$ cat src/rtl/fifo_rd_arbiter.sv
// Round-robin read arbiter in front of a FIFO read port: grants one requester at a time
// and streams up to burst_len words to it, one per cycle, straight from the FIFO read data.
module fifo_rd_arbiter #(
  parameter int NREQ     = 4,
  parameter int DATASIZE = 8,
  parameter int BURST_W  = 4
) (
  input  logic                    rclk,
  input  logic                    rrst_n,
  input  logic [NREQ-1:0]         req,
  input  logic [BURST_W-1:0]      burst_len,
  input  logic                    rempty,
  input  logic [DATASIZE-1:0]     rdata,
  output logic                    rinc,
  output logic [NREQ-1:0]         gnt,
  output logic [DATASIZE-1:0]     dout,
  output logic                    dout_valid,
  output logic [$clog2(NREQ)-1:0] dout_id,
  output logic                    burst_done,
  output logic                    busy
);

  localparam int IDW = $clog2(NREQ);

  localparam logic [1:0] IDLE  = 2'd0;
  localparam logic [1:0] GRANT = 2'd1;
  localparam logic [1:0] READ  = 2'd2;

  logic [1:0]         state;
  logic [1:0]         state_nxt;
  logic [IDW-1:0]     last_winner;
  logic [IDW-1:0]     winner;
  logic [IDW-1:0]     rr_pick;
  logic               rr_found;
  logic [BURST_W-1:0] count;
  logic               owner_req;
  logic               last_word;
  logic               exit_read;

  // Round-robin search starting just above the previous winner, wrapping around.
  // NOTE: every always_comb output is given a default first, so no path can infer a latch.
  always_comb begin
    rr_pick  = '0;
    rr_found = 1'b0;
    for (int i = 1; i <= NREQ; i++) begin
      if (!rr_found && req[(int'(last_winner) + i) % NREQ]) begin
        rr_pick  = IDW'((int'(last_winner) + i) % NREQ);
        rr_found = 1'b1;
      end
    end
  end

  assign owner_req = req[winner];

  // rinc is gated by reset so an in-flight burst cannot pop in the cycle reset is sampled.
  assign rinc       = rrst_n && (state == READ) && owner_req && !rempty;
  assign last_word  = rinc && (count == BURST_W'(1));
  assign exit_read  = (state == READ) && (last_word || !owner_req || rempty);
  assign burst_done = rrst_n && exit_read;

  assign dout_valid = rinc;
  assign dout       = rdata;
  assign dout_id    = winner;
  assign busy       = (state != IDLE);

  always_comb begin
    gnt = '0;
    if (state == GRANT && rr_found) gnt = NREQ'(1) << rr_pick;
    else if (state == READ)         gnt = NREQ'(1) << winner;
  end

  always_comb begin
    state_nxt = state;
    case (state)
      IDLE:    if (|req && !rempty) state_nxt = GRANT;
      GRANT:   state_nxt = rr_found ? READ : IDLE;
      READ:    if (exit_read) state_nxt = IDLE;
      default: state_nxt = IDLE;
    endcase
  end

  // NOTE: sequential state uses non-blocking assignments so every register sees pre-edge values.
  always_ff @(posedge rclk) begin
    if (!rrst_n) begin
      state       <= IDLE;
      last_winner <= IDW'(NREQ - 1);
      winner      <= '0;
      count       <= '0;
    end else begin
      state <= state_nxt;
      case (state)
        GRANT: begin
          if (rr_found) begin
            winner <= rr_pick;
            count  <= (burst_len == '0) ? BURST_W'(1) : burst_len;
          end
        end
        READ: begin
          if (rinc)      count       <= count - BURST_W'(1);
          if (exit_read) last_winner <= winner;
        end
        default: ;
      endcase
    end
  end

endmodule

$ cat config.mk
export PLATFORM = sky130hd
export DESIGN_NAME = fifo_rd_arbiter
export DESIGN_NICKNAME = d
export VERILOG_FILES = /design/src/rtl/fifo_rd_arbiter.sv
export SDC_FILE = /design/constraint.sdc
export NUM_CORES = 1
export LEC_CHECK = 0
export BUFFER_PORTS_ARGS = -buffer_cell sky130_fd_sc_hd__buf_2
export CAP_MARGIN = 20
export CORE_ASPECT_RATIO = 0.6
export CORE_MARGIN = 2
export CORE_UTILIZATION = 30
export DETAILED_ROUTE_END_ITERATION = 10
export PLACE_DENSITY = 0.59
export SETUP_SLACK_MARGIN = 0.2
export SLEW_MARGIN = 0
export SYNTH_ARGS = -nofsm -noshare
export SYNTH_HDL_FRONTEND = slang
export SYNTH_SLANG_ARGS = --single-unit
export TNS_END_PERCENT = 100
$ cat constraint.sdc
create_clock -name rclk -period 2.4 [get_ports rclk]
set_input_delay 0.12 -clock rclk [delete_from_list [all_inputs] [get_ports rclk]]
set_output_delay 0.12 -clock rclk [all_outputs]
set_load 0.005 [all_outputs]
==> After elaboration in Yosys (flattened, before gate mapping) <==
Cells that the tools add are included.
{ "op_classes": {"bitwise_logic": 4, "n_reduce_logical": 31, "add_sub_neg": 5, "mux": 32, "shifts": 2, "n_eq_ne": 7, "n_div": 0, "n_lt_le_gt_ge": 5, "n_mul": 0} }
{ "op_table": {"columns": ["operator", "n"], "rows": [
  ["4-bit 2-to-1 mux", 5],
  ["3-bit by 4-bit less-than comparator with 1-bit output (second input constant)", 4],
  ["2-bit 2-to-1 mux", 7],
  ["1-bit 2-to-1 mux", 13],
  ["1-bit logical AND", 11],
  ["1-bit binary-select mux with 2-bit select", 5],
  ["2-bit != test (second input constant)", 4],
  ["4-bit one-hot mux with 2 select lines", 1],
  ["2-bit OR reduction", 4],
  ["1-bit by 2-bit << shifter with 4-bit output (first input constant)", 2],
  ["2-bit one-hot mux with 3 select lines", 1],
  ["2-bit AND reduction", 3],
  ["1-bit zero test", 5],
  ["2-bit by 1-bit adder with 2-bit output (second input constant)", 2],
  ["2-bit adder (second input constant)", 2],
  ["1-bit AND (first input constant)", 4],
  ["4-bit by 1-bit equality test with 1-bit output (second input constant)", 1],
  ["4-bit zero test", 1],
  ["2-bit nonzero test", 2],
  ["4-bit OR reduction", 1],
  ["4-bit by 1-bit subtractor with 4-bit output (second input constant)", 1],
  ["2-bit by 3-bit less-than comparator with 1-bit output (second input constant)", 1],
  ["3-bit AND reduction", 1],
  ["2-bit by 1-bit equality test with 1-bit output (second input constant)", 1],
  ["other kinds (3)", 4]
]} }
{ "totals": {"latchBits": 0, "ram_bits": 0, "register_bits": 10, "romBits": 0, "word_cells": 90, "out_inout_bits": 18, "in_bits": 19, "mem_count": 0} }

==> Depth between registers and ports, before layout <==
{ "depth": {"word_depth": 18, "depth_mapped": 6, "mapped_depth_nobuf": 6} }

==> Worst setup path after synthesis <==
Ideal clock, no wire load.
{ "synth_timing": {"kind": "register -> register", "start": "register winner[0] (netlist: dout_id[0])", "end": "register count[2]", "path_slack_ps": 688, "stages_incl_launch_ff": 6, "synth_period_minus_slack_ps": 1712, "path_buffers": 1, "t_required_ps": 2330, "t_arrival_ps": 1642, "setup_ps": 70, "cell_sequence": "dfxtp_1 > mux4_2 > and2_4 > buf_6 > a211o_1 > a21oi_1"} }
{ "synth_between": {"elab_chain_len": 6} }
{ "synth_rtl": {"columns": ["element", "line", "text"], "rows": [
  ["start: declaration", "32", "logic [IDW-1:0] winner;"],
  ["start signal: assignment", "94", "winner <= rr_pick;"],
  ["1-bit binary-select mux with 2-bit select", "53", "assign owner_req = req[winner];"],
  ["1-bit 2-to-1 mux (not written as such)", "53", null],
  ["1-bit logical AND (2 in a row)", "56", "assign rinc = rrst_n && (state == READ) && owner_req && !rempty;"],
  ["named net dout_valid", "17", "output logic dout_valid,"],
  ["2-bit != test (no source line)", null, null],
  ["3-bit AND reduction (no source line)", null, null],
  ["end signal: assignment", "95", "count <= (burst_len == '0) ? BURST_W'(1) : burst_len;"],
  ["end signal: assignment", "99", "if (rinc) count <= count - BURST_W'(1);"],
  ["end: declaration", "35", "logic [BURST_W-1:0] count;"]
]} }
The timed path passes the listed nets, and every way through them passes these cells. The select of a mux whose other input is x is not followed.
A chain may end at the register's enable or synchronous reset.

==> Worst setup path after layout <==
{ "layout_timing": {"start": "register winner[0] (netlist: dout_id[0])", "end": "output port burst_done"} }
{ "layout_between": {"elab_chain_len": 9, "word_cells_on_any_way": 10, "classes_between": "mux (2); reduce/logical (8)"} }
{ "layout_rtl": {"columns": ["element", "line", "text"], "rows": [
  ["1-bit binary-select mux with 2-bit select *", "53", null],
  ["1-bit 2-to-1 mux (not written as such) *", "53", null],
  ["1-bit logical AND (2 in a row)", "56", null],
  ["1-bit logical AND", "57", "assign last_word = rinc && (count == BURST_W'(1));"],
  ["1-bit logical OR * (2 in a row)", "58", "assign exit_read = (state == READ) && (last_word || !owner_req || rempty);"],
  ["1-bit logical AND *", "58", null],
  ["1-bit logical AND *", "59", "assign burst_done = rrst_n && exit_read;"],
  ["end: declaration", "19", "output logic burst_done,"]
]} }
Every way passes the cells marked *; elsewhere a longest branch is shown, timed or not. The select of a mux whose other input is x is not followed.

==> impl_metrics.tcl <==
set metrics [dict create \
    final_cell_mix "20 x buf_2, 10 x dfxtp_1, 6 x inv_1, 6 x nand2_1" \
    timing.rr.end "last_winner[1]" \
    chipWidth_um 67.8 \
    drtIter0Drc 9 \
    post-cts-setup-buffers 0 \
    syn_inst 89 \
    drive_above_1_share_pct 28.4 \
    grt_use_total_pct 14.1 \
    core_mm2 0.00223 \
    rr_worst_depth 4 \
    htreeDepth 1 \
    cap_violations 0 \
    cp-start-kind "flop" \
    gp_congestion 0.867 \
    clk-insertion-delay-late_ps 240 \
    grt_pass1_wl_mm 3.03 \
    grt_start_max_net_pins 10 \
    root_buffer "clkbuf_8" \
    tightest_slew_ps 725 \
    crit_start "dout_id[0]" \
    synth_fp_nets 110 \
    r2r_start "dout_id[0]" \
    relSlewSlack_pct 51.6 \
    tritoncts "yes" \
    avgSynthCellArea_um2 8.22 \
    setup.worst_path.class "flop to output port" \
    grt_overflow_total 0 \
    antennaDiodeCount 0 \
    grt-busiest-layer "met1" \
    dpl.cell_count 128 \
    num_vias 702 \
    num_rows 13 \
    regToRegSetupSlack_ps 580 \
    fmax_mhz 487 \
    clockBufferDepth 2 \
    hpwl_mm 1.41 \
    ys_types 37 \
    antenna_found_initial 0 \
    endpoint "burst_done" \
    pin_count 37 \
    p_leak_nw 0.344 \
    synthToLayoutAreaGrowth_pct 15.7 \
    cts_resized 0 \
    hold_viol 0 \
    powerDensity_mw_per_mm2 574 \
    design_area_um2 847 \
    ys_seq_elements 10 \
    post-route-util_pct 38.0 \
    cts_hold_buf 0 \
    cts_buffers 3 \
    ys_warn_count 0 \
    fin_cells 132 \
    finalClockSkew_ps 3.40 \
    fin_nets 124 \
    hold_path_class "primary input to flop" \
    initial_utilization_pct 32.8 \
    tns_ps 0 \
    die-area_mm2 0.00286 \
    yosysSeqAreaShare_pct 27.4 \
    period_needed_ps 2050 \
    dpl-instance-area_um2 786 \
    use_met2_pct 18.6 \
    hold-path-cell-count 2 \
    setup_ws_ps 347 \
    cp_max_fo 7 \
    grt.met3_usage_pct 4.57 \
    dieHeight_um 42.3 \
    finalCritPeriodShare_pct 85.5 \
    first_pass_iters 4 \
    arrival_ps 1930 \
    peakVddDrop_mv 0.377 \
    wirelength_mm 1.88 \
    required_ps 2280 \
    dp_slack_ps 503 \
    viasPerCell 5.32 \
    layout_commonest_cell "buf_2" \
    grt_pass1_vias 636 \
    met1_usage_pct 20.0 \
    antenna_left 0 \
    slew_violations 0 \
    rsz0062_at_grt "no" \
    drcViolationCount 0 \
    setup_viol 0 \
    cts.clk_slew.worst_paths_ps 50 \
    crit_path_end_kind "output port" \
    syn-cell-area_um2 732 \
    port_buffers 20 \
    wl_per_cell_um 14.2 \
    status "finished clean" \
    cts.sinks 10 \
    nFillCells 230 \
]
[logic make-up after synthesis]
| family | Yosys count | share of synthesized area (%) |
|---|---|---|
| adders and majority gates | 2 | 3.42 |
| and+or+nand+nor | 34 | 26.7 |
| buffers and inverters | 17 | 14.5 |
| muxes | 4 | 7.18 |
| DFF | 10 | 27.4 |
| AOI/OAI and AO/OA | 22 | 20.9 |
[area by class of cell]
class	count	area [um2]	area share, %
timing repair buffer	20	100	11.8
tap	30	37.5	4.43
sequential	10	200	23.6
inverter	6	22.5	2.66
clock buffer	4	55.1	6.50
multi-input combinational	62	432	51.0
[how the worst min path moves through the flow]
stage | startpoint | endpoint | slack, ps
4_1_cts | rempty | state[0] | 70
6_report | rempty | state[0] | 80
5_1_grt | rempty | state[0] | 70
3_3_place_gp | rdata[0] | dout[0] | 240
3_5_place_dp | rdata[0] | dout[0] | 240
2_1_floorplan | rempty | state[0] | 200
[worst max-delay path, cell delays in order (launching register included)]
cell and delay [ps]:
dfxtp_1 490, mux4_2 610, a31oi_2 330, and2_1 170, buf_2 100
[metrics by stage]
| step | hold WS [ps] | power (mW) |
|---|---|---|
| 6_report | 78.1 | 0.486 |
| 5_1_grt | 74.1 | 0.511 |
| 4_1_cts | 73.8 | 0.490 |
| 3_5_place_dp | 240 | 0.275 |
| 3_3_place_gp | 240 | 0.274 |
| 2_1_floorplan | 197 | 0.253 |
[per-layer routing]
metal | vias up | part of all wire, %
li1 | 343 | -
met1 | 333 | 51
met2 | 17 | 41
met3 | 9 | 5.0
met4 | 0 | 2.6
met5 | - | 0
[synthesized netlist by cell type]
master,n,area [um2]
o221a_1,1,11.3
a31oi_1,1,6.26
nor2b_1,1,6.26
and2_1,1,6.26
and2_4,1,8.76
nor3_1,4,20.0
a21oi_1,5,25.0
nand3_1,2,10.0
dfxtp_1,10,200
or2_2,1,6.26
nor3b_1,1,7.51
a32oi_1,1,8.76
nand2_1,6,22.5
mux2i_1,3,30.0
nand4_1,1,6.26
nand4bb_1,1,11.3
nor4bb_1,1,10.0
nand2b_1,5,31.3
o211a_1,1,10.0
inv_1,6,22.5
a211oi_1,1,7.51
or3_1,2,12.5
ha_1,2,25.0
a21boi_0,1,7.51
o21ai_0,3,15.0
o22ai_1,3,18.8
clkbuf_2,1,5.00
buf_4,9,67.6
o211ai_1,1,7.51
a211o_1,1,8.76
o32ai_1,2,17.5
mux4_2,1,22.5
a2bb2oi_1,1,8.76
or3b_2,1,8.76
nor2_1,4,15.0
nor4_1,2,12.5
buf_6,1,11.3
[registers in the layout (all words and copies together) (netlist names)]
name         cells
count            4
dout_id          2
last_winner      2
state            2
[report_power, final]
group | switching (mW) | internal [mW]
Sequential | 0.0111 | 0.176
Combinational | 0.0472 | 0.0404
Clock | 0.0669 | 0.144
No activity file was read; power rests on OpenSTA's default activity.
